File: src/rtl/debug_dump_tx.sv
// debug_dump_tx
// Transmit sequencer for the debug unit. It sits in front of the UART transmitter.
// A dump request sends one frame of 260 bytes: the PC, register words 0..31 and
// data memory words 0..31. Each word goes out least-significant byte first, and
// only one byte is ever outstanding at the UART.
module debug_dump_tx #(
  parameter int DATA_WIDTH      = 32,
  parameter int DATA_WIDTH_UART = 8,
  parameter int NREGS           = 32,
  parameter int NMEM            = 32,
  parameter int ADDR_WIDTH      = 5
) (
  input  logic                       i_clock,
  input  logic                       i_reset,
  input  logic                       i_start,
  input  logic [DATA_WIDTH-1:0]      i_pc,
  output logic [ADDR_WIDTH-1:0]      o_reg_addr,
  input  logic [DATA_WIDTH-1:0]      i_reg_data,
  output logic [ADDR_WIDTH-1:0]      o_mem_addr,
  input  logic [DATA_WIDTH-1:0]      i_mem_data,
  input  logic                       i_tx_available,
  input  logic                       i_tx_done,
  output logic                       o_tx_signal,
  output logic [DATA_WIDTH_UART-1:0] o_tx_byte,
  output logic                       o_busy,
  output logic                       o_done
);

  localparam int         BYTES_PER_WORD = DATA_WIDTH / DATA_WIDTH_UART;
  localparam logic [1:0] LAST_BYTE      = 2'(BYTES_PER_WORD - 1);
  localparam logic [5:0] LAST_REG       = 6'(NREGS - 1);
  localparam logic [5:0] LAST_MEM       = 6'(NMEM - 1);

  typedef enum logic [2:0] {
    S_IDLE,
    S_ADDR,
    S_FETCH,
    S_SEND,
    S_WAIT,
    S_NEXT,
    S_DONE
  } state_e;

  typedef enum logic [1:0] {
    SEC_PC,
    SEC_REG,
    SEC_MEM
  } section_e;

  state_e                     state_q;
  section_e                   section_q;
  logic [DATA_WIDTH-1:0]      word_buf_q;
  logic [1:0]                 byte_cnt_q;
  logic [5:0]                 word_idx_q;
  logic [5:0]                 word_idx_d;
  logic [ADDR_WIDTH-1:0]      reg_addr_q;
  logic [ADDR_WIDTH-1:0]      mem_addr_q;
  logic                       tx_signal_q;
  logic                       busy_q;
  logic                       done_q;
  logic [DATA_WIDTH_UART-1:0] tx_byte_d;

  assign word_idx_d = word_idx_q + 6'd1;

  // Select the byte of the buffered word that byte_cnt points at. The selection
  // depends only on registers, so the byte stays stable while the UART shifts it out.
  always_comb begin
    tx_byte_d = '0;
    for (int b = 0; b < BYTES_PER_WORD; b++) begin
      if (byte_cnt_q == 2'(b)) begin
        tx_byte_d = word_buf_q[b*DATA_WIDTH_UART +: DATA_WIDTH_UART];
      end
    end
  end

  // Sequencer FSM. It walks PC, then registers, then memory, one byte at a time.
  // All handshake outputs are registered. The read address is issued on the edge
  // that enters ADDR, so the synchronous read data is valid in FETCH.
  always_ff @(posedge i_clock or negedge i_reset) begin
    if (!i_reset) begin
      state_q     <= S_IDLE;
      section_q   <= SEC_PC;
      word_buf_q  <= '0;
      byte_cnt_q  <= '0;
      word_idx_q  <= '0;
      reg_addr_q  <= '0;
      mem_addr_q  <= '0;
      tx_signal_q <= 1'b0;
      busy_q      <= 1'b0;
      done_q      <= 1'b0;
    end else begin
      // Pulse outputs default low. They are raised for one cycle below.
      tx_signal_q <= 1'b0;
      done_q      <= 1'b0;
      case (state_q)
        S_IDLE: begin
          if (i_start) begin
            word_buf_q <= i_pc;
            section_q  <= SEC_PC;
            byte_cnt_q <= '0;
            word_idx_q <= '0;
            busy_q     <= 1'b1;
            state_q    <= S_SEND;
          end
        end
        S_ADDR: begin
          state_q <= S_FETCH;
        end
        S_FETCH: begin
          // This is the only point where source data is sampled. Later changes
          // to the source word do not affect bytes that are already buffered.
          word_buf_q <= (section_q == SEC_MEM) ? i_mem_data : i_reg_data;
          byte_cnt_q <= '0;
          state_q    <= S_SEND;
        end
        S_SEND: begin
          if (i_tx_available) begin
            tx_signal_q <= 1'b1;
            state_q     <= S_WAIT;
          end
        end
        S_WAIT: begin
          // i_tx_done is acted on only here. Pulses in any other state have no effect.
          if (i_tx_done) begin
            state_q <= S_NEXT;
          end
        end
        S_NEXT: begin
          if (byte_cnt_q != LAST_BYTE) begin
            byte_cnt_q <= byte_cnt_q + 2'd1;
            state_q    <= S_SEND;
          end else begin
            case (section_q)
              SEC_PC: begin
                section_q  <= SEC_REG;
                word_idx_q <= '0;
                reg_addr_q <= '0;
                mem_addr_q <= '0;
                state_q    <= S_ADDR;
              end
              SEC_REG: begin
                if (word_idx_q < LAST_REG) begin
                  word_idx_q <= word_idx_d;
                  reg_addr_q <= word_idx_d[ADDR_WIDTH-1:0];
                  mem_addr_q <= '0;
                end else begin
                  section_q  <= SEC_MEM;
                  word_idx_q <= '0;
                  reg_addr_q <= '0;
                  mem_addr_q <= '0;
                end
                state_q <= S_ADDR;
              end
              SEC_MEM: begin
                if (word_idx_q < LAST_MEM) begin
                  word_idx_q <= word_idx_d;
                  mem_addr_q <= word_idx_d[ADDR_WIDTH-1:0];
                  reg_addr_q <= '0;
                  state_q    <= S_ADDR;
                end else begin
                  state_q <= S_DONE;
                end
              end
              default: begin
                state_q <= S_DONE;
              end
            endcase
          end
        end
        S_DONE: begin
          done_q     <= 1'b1;
          busy_q     <= 1'b0;
          reg_addr_q <= '0;
          mem_addr_q <= '0;
          state_q    <= S_IDLE;
        end
        default: begin
          state_q <= S_IDLE;
        end
      endcase
    end
  end

  assign o_reg_addr  = reg_addr_q;
  assign o_mem_addr  = mem_addr_q;
  assign o_tx_signal = tx_signal_q;
  assign o_tx_byte   = tx_byte_d;
  assign o_busy      = busy_q;
  assign o_done      = done_q;

endmodule

File: config.mk
export PLATFORM = sky130hd
export DESIGN_NAME = debug_dump_tx
export DESIGN_NICKNAME = d
export VERILOG_FILES = /design/src/rtl/debug_dump_tx.sv
export SDC_FILE = /design/constraint.sdc
export NUM_CORES = 1
export LEC_CHECK = 0
export CAP_MARGIN = 20
export CELL_PAD_IN_SITES_DETAIL_PLACEMENT = 1
export CELL_PAD_IN_SITES_GLOBAL_PLACEMENT = 1
export CORE_AREA = 2 2 107 109
export CTS_BUF_LIST = sky130_fd_sc_hd__clkbuf_4 sky130_fd_sc_hd__clkbuf_8 sky130_fd_sc_hd__clkbuf_16
export DETAILED_ROUTE_END_ITERATION = 8
export DIE_AREA = 0 0 109 111
export GPL_ROUTABILITY_DRIVEN = 0
export PLACE_DENSITY_LB_ADDON = 0.1
export RECOVER_POWER = 100
export SLEW_MARGIN = 20
export SYNTH_ARGS = -nofsm -noshare
export SYNTH_HDL_FRONTEND = slang
export SYNTH_SLANG_ARGS = --single-unit
File: constraint.sdc
create_clock -name i_clock -period 2.15 [get_ports i_clock]
set_input_delay 0.43 -clock i_clock [delete_from_list [all_inputs] [get_ports i_clock]]
set_output_delay 0.43 -clock i_clock [all_outputs]
set_load 0.05 [all_outputs]
# [Word level (Yosys, flattened, before mapping)]
# Cells that the tools add are included.
[totals] reg_bits=58 out_inout_bits=21 in_bits=101
[op_classes] n_reduce_logical=17 eq_ne=22 add_sub_neg=2 n_mux=41 n_lt_le_gt_ge=1
[op_table] cell="32-bit two-way mux" n=2
[op_table] cell="32-bit one-hot mux with 2 select lines" n=1
[op_table] cell="8-bit two-way mux" n=4
[op_table] cell="5-bit one-hot mux with 2 select lines" n=3
[op_table] cell="5-bit two-way mux" n=5
[op_table] cell="6-bit two-way mux" n=4
[op_table] cell="3-bit one-hot mux with 6 select lines" n=1
[op_table] cell="6-bit one-hot mux with 3 select lines" n=1
[op_table] cell="3-bit two-way mux" n=5
[op_table] cell="5-bit one-hot mux with 3 select lines" n=1
[op_table] cell="2-bit inequality test (second input constant)" n=6
[op_table] cell="6-bit one-hot mux with 2 select lines" n=1
[op_table] cell="5-bit AND reduction" n=2
[op_table] cell="3-bit equality test (second input constant)" n=3
[op_table] cell="3-bit inequality test (second input constant)" n=3
[op_table] cell="2-bit two-way mux" n=4
[op_table] cell="2-bit one-hot mux with 2 select lines" n=2
[op_table] cell="4-bit AND reduction" n=2
[op_table] cell="2-bit nonzero test" n=4
[op_table] cell="6-bit by 1-bit adder with 6-bit output (second input constant)" n=1
[op_table] cell="2-bit equality test (second input constant)" n=3
[op_table] cell="3-bit by 2-bit equality test with 1-bit output (second input constant)" n=2
[op_table] cell="6-bit by 5-bit less-than comparator with 1-bit output (second input constant)" n=1
[op_table] cell="2-bit one-hot mux with 3 select lines" n=1
[op_table] cell="14 further kinds" n=21

# [Logic depth before layout (Yosys ltp)]
[logic_depth] ltp_word=5 ltp_mapped=7 mapped_depth_nobuf=6

# [Worst setup path before layout]
# OpenSTA, ideal clock, no wires.
[synth_timing] path_type="register to output" start="register byte_cnt_q[1]" end="output port o_tx_byte[0]" path_stages_with_launch=7 slack_ps=-668 t_arrival_ps=2388 cell_sequence="dfrtp_1 -> inv_1 -> ha_1 -> clkbuf_1 -> nor2b_1 -> a221oi_1 -> o31ai_1"
[synth_between] elab_chain_len=5
[synth_rtl] item="start, declared" line_no="53" rtl="logic [1:0] byte_cnt_q;"
[synth_rtl] item="start signal, assigned" line_no="130" rtl="byte_cnt_q <= byte_cnt_q + 2'd1;"
[synth_rtl] item="2-bit zero test" line_no="70" rtl="if (byte_cnt_q == 2'(b)) begin"
[synth_rtl] item="8-bit two-way mux (3 in a row)" line_no="70"
[synth_rtl] item="8-bit two-way mux *" line_no="70"
[synth_rtl] item="end, declared" line_no="24" rtl="output logic [DATA_WIDTH_UART-1:0] o_tx_byte,"
# Mark *: on every way between the ends. The rest lies on a longest branch, timed or not.

# [Final worst setup path]
[layout_timing] start="register byte_cnt_q[0]" end="output port o_tx_byte[1]"
# Same word-level chain as after synthesis.

==> results.cfg <==
[worst_setup_path]
end_kind = output port
cp.arrival_ns = 1.90
startpoint_type = register
required_ns = 1.72
critPathKind = reg -> out
path_max_fanout = 4

[clocking]
clockBufferDepth = 2
clkTransAtPathRegs_ns = 0.05
cts_tree = done
cts_buffers = 9
clkLatencyLatePin_ns = 0.32
clockRootBuffer = clkbuf_16
htree_levels = 3
cts.sinks = 58

[outcome]
run_status = finished with violations
violations = capacitance limit, setup timing

[power]
p_sw_frac = 0.410
clkPwrFrac = 0.190
leakagePower_nw = 2.35
seqPwrFrac = 0.260
power_frac_comb = 0.551
p_int_mw = 4.29
powerDensity_nw_per_um2 = 1260
vdd.ir_drop.worst_mv = 0.602
p_sw_mw = 2.98

[finish]
finish.utilization = 0.521
register_area_sq_um = 1450
antenna_cells = 0
drive_gt1_frac = 0.180
nets = 646
final_cells = 683
syn_to_final_growth_pct = 63.0
fillers = 1252
multiInputGateArea_sq_um = 2220

[global_routing]
grt_max_degree = 65
gr-total-overflow = 0
antenna_found_initial = 0
grt_pass1_wl_microns = 19800
grt_use_total = 0.208
grt_pass1_vias = 3862

[flow_run]
cap_violations = 1

[logic_synthesis]
synth_ff_type = dfrtp_1
syn_nets = 516
synth_area_sq_um = 3540
synth_seq_area_share = 0.410
avgSynthCellArea_sq_um = 8.73
syn_inst = 406
ys_types = 47
netlist_top_cells_count = 80 x nand2_1, 58 x dfrtp_1, 44 x nor2b_1
synth_area_leader_cell = dfrtp_1
synth-edff-count = 0
synth_seq_cells = 58
synth_most_common_cell = nand2_1
yosys-top-cells-area = dfrtp_1 41%, nand2_1 8.5%, nor2b_1 7.8%
synth_top_area_frac = 0.410
ys.warnings.count = 0
async_flop_share = 1.00

[timing]
maxSlewHeadroom = 0.00141
fin_crit_ns = 2.33
maxSlewViolCount = 0
hold_slack_ns = 0.477
max_freq_mhz = 430
setup_slack_ns = -0.177
worstMarginPinSlew_ns = 1.50
hold_viol = 0
worst_clock_skew_ns = 0.00472
setup_viol = 10
timing.final.crit_share = 1.08
rsz0062_at_grt = true

[placement]
place_inst = 667
dp_hpwl_microns = 8450
port_buffers = 121
dp_slack_ns = -0.116

[die]
io_pins = 122
initial_core_util = 0.320
die-width_microns = 109
die_area_sq_um = 12100
die_h_microns = 111
num_rows = 39
coreArea_sq_um = 11100

[routing]
dr_total_vias = 3606
avgRoutedWirePerCell_microns = 18.1
drc = 0
drt_iter0_markers = 144
antenna_left = 0
first_pass_iters = 4
via_per_inst = 5.28
routed_wl_microns = 12400

[min_path]
min_path_type = reg -> reg
==> path summary, 6_finish.rpt <==
kind / start / end / slack [ns] / depth (start not counted)
setup / recovery: byte_cnt_q[0] / o_tx_byte[1] / -0.18 / 7
hold / removal: o_busy / o_busy / 0.48 / 2
setup reg to reg: byte_cnt_q[1] / word_idx_q[5] / -0.03 / 8
hold reg to reg: o_busy / o_busy / 0.48 / 2
max in group asynchronous: i_reset / word_buf_q[28] / 0.70 / 2
min in group asynchronous: i_reset / o_tx_signal / 0.55 / 2
==> power groups by stage <==
stage	sequential (mW)	combinational [mW]	clock [mW]
2_1_floorplan	1.76	2.07	0
3_3_place_gp	1.78	3.64	0
3_5_place_dp	1.80	3.71	0
4_1_cts	1.83	3.94	1.40
5_1_grt	1.94	4.30	1.46
6_report	1.89	4.00	1.38
==> state kept, by name, indices dropped and copies added (netlist names) <==
name	count
word_idx_q	6
o_done	1
state_q	3
section_q	2
o_reg_addr	5
word_buf_q	32
o_busy	1
o_tx_signal	1
o_mem_addr	5
byte_cnt_q	2
==> cell usage in the layout, fill, tap and decap left out, drive strengths merged, types with 3 or more instances in the layout <==
master / count
clkbuf: 18
buf: 35
nor2: 14
nor3: 3
inv: 11
a31oi: 33
a221oi: 9
clkdlybuf4s50: 99
nand3b: 3
dfrtp: 58
mux2: 11
dlygate4sd3: 13
nand2: 80
nor2b: 44
ha: 9
a211oi: 33
a21oi: 8
o31ai: 9
o21ai: 9
nand3: 8
==> cells by family (layout without fill, tap and decap cells) <==
group | after synthesis | after routing | share of synthesized area
adders and majority gates | 9 | 9 | 0.0318
muxes | 11 | 11 | 0.0350
and+or+nand+nor | 162 | 162 | 0.222
buffers and inverters | 44 | 178 | 0.0498
DFF | 58 | 58 | 0.410
AOI/OAI and AO/OA | 120 | 120 | 0.246
xor gates and xnor gates | 2 | 2 | 0.00494
==> layout make-up <==
type,instances,share of cell area
multi-input combinational,304,0.385
timing repair buffer,152,0.275
sequential,58,0.251
tap,143,0.0310
clock buffer,13,0.0485
inverter,11,0.00715
clock inverter,2,0.00173
==> worst max-delay path, stage by stage (launching register included) <==
cell and delay [ns]:
dfrtp_1 0.42, inv_2 0.12, ha_4 0.14, nor2b_4 0.22, buf_6 0.15, a221oi_4 0.07, o31ai_4 0.27, buf_12 0.18
==> layer usage <==
metal  share of wire  vias to the layer above  wire, microns  GRT usage
li1                -                     1735              -          -
met1            0.45                     1749           5580      0.278
met2            0.47                      105           5800      0.328
met3           0.061                       17            750     0.0494
met4           0.020                        0            245     0.0684
met5               0                        -              0          0
==> metrics by stage <==
stage          instance area, sq um  TNS, ns  total power [mW]
3_3_place_gp                   5250   -0.204              5.42
4_1_cts                        5680    -1.28              7.17
6_report                       5770    -1.26              7.26
2_1_floorplan                  3650        0              3.83
5_1_grt                        5770    -3.97              7.69
3_5_place_dp                   5250   -0.361              5.50
==> timing repair <==
| item | CTS | global route |
|---|---|---|
| endpoints found under the setup margin | 8 | 14 |
| pin swaps | 5 | 12 |
| gates cloned | 0 | 0 |
| setup buffers | 7 | 2 |
| hold buffers | 0 | 0 |
| gates resized for setup | 23 | 21 |
(Power assumes the default switching activity.)
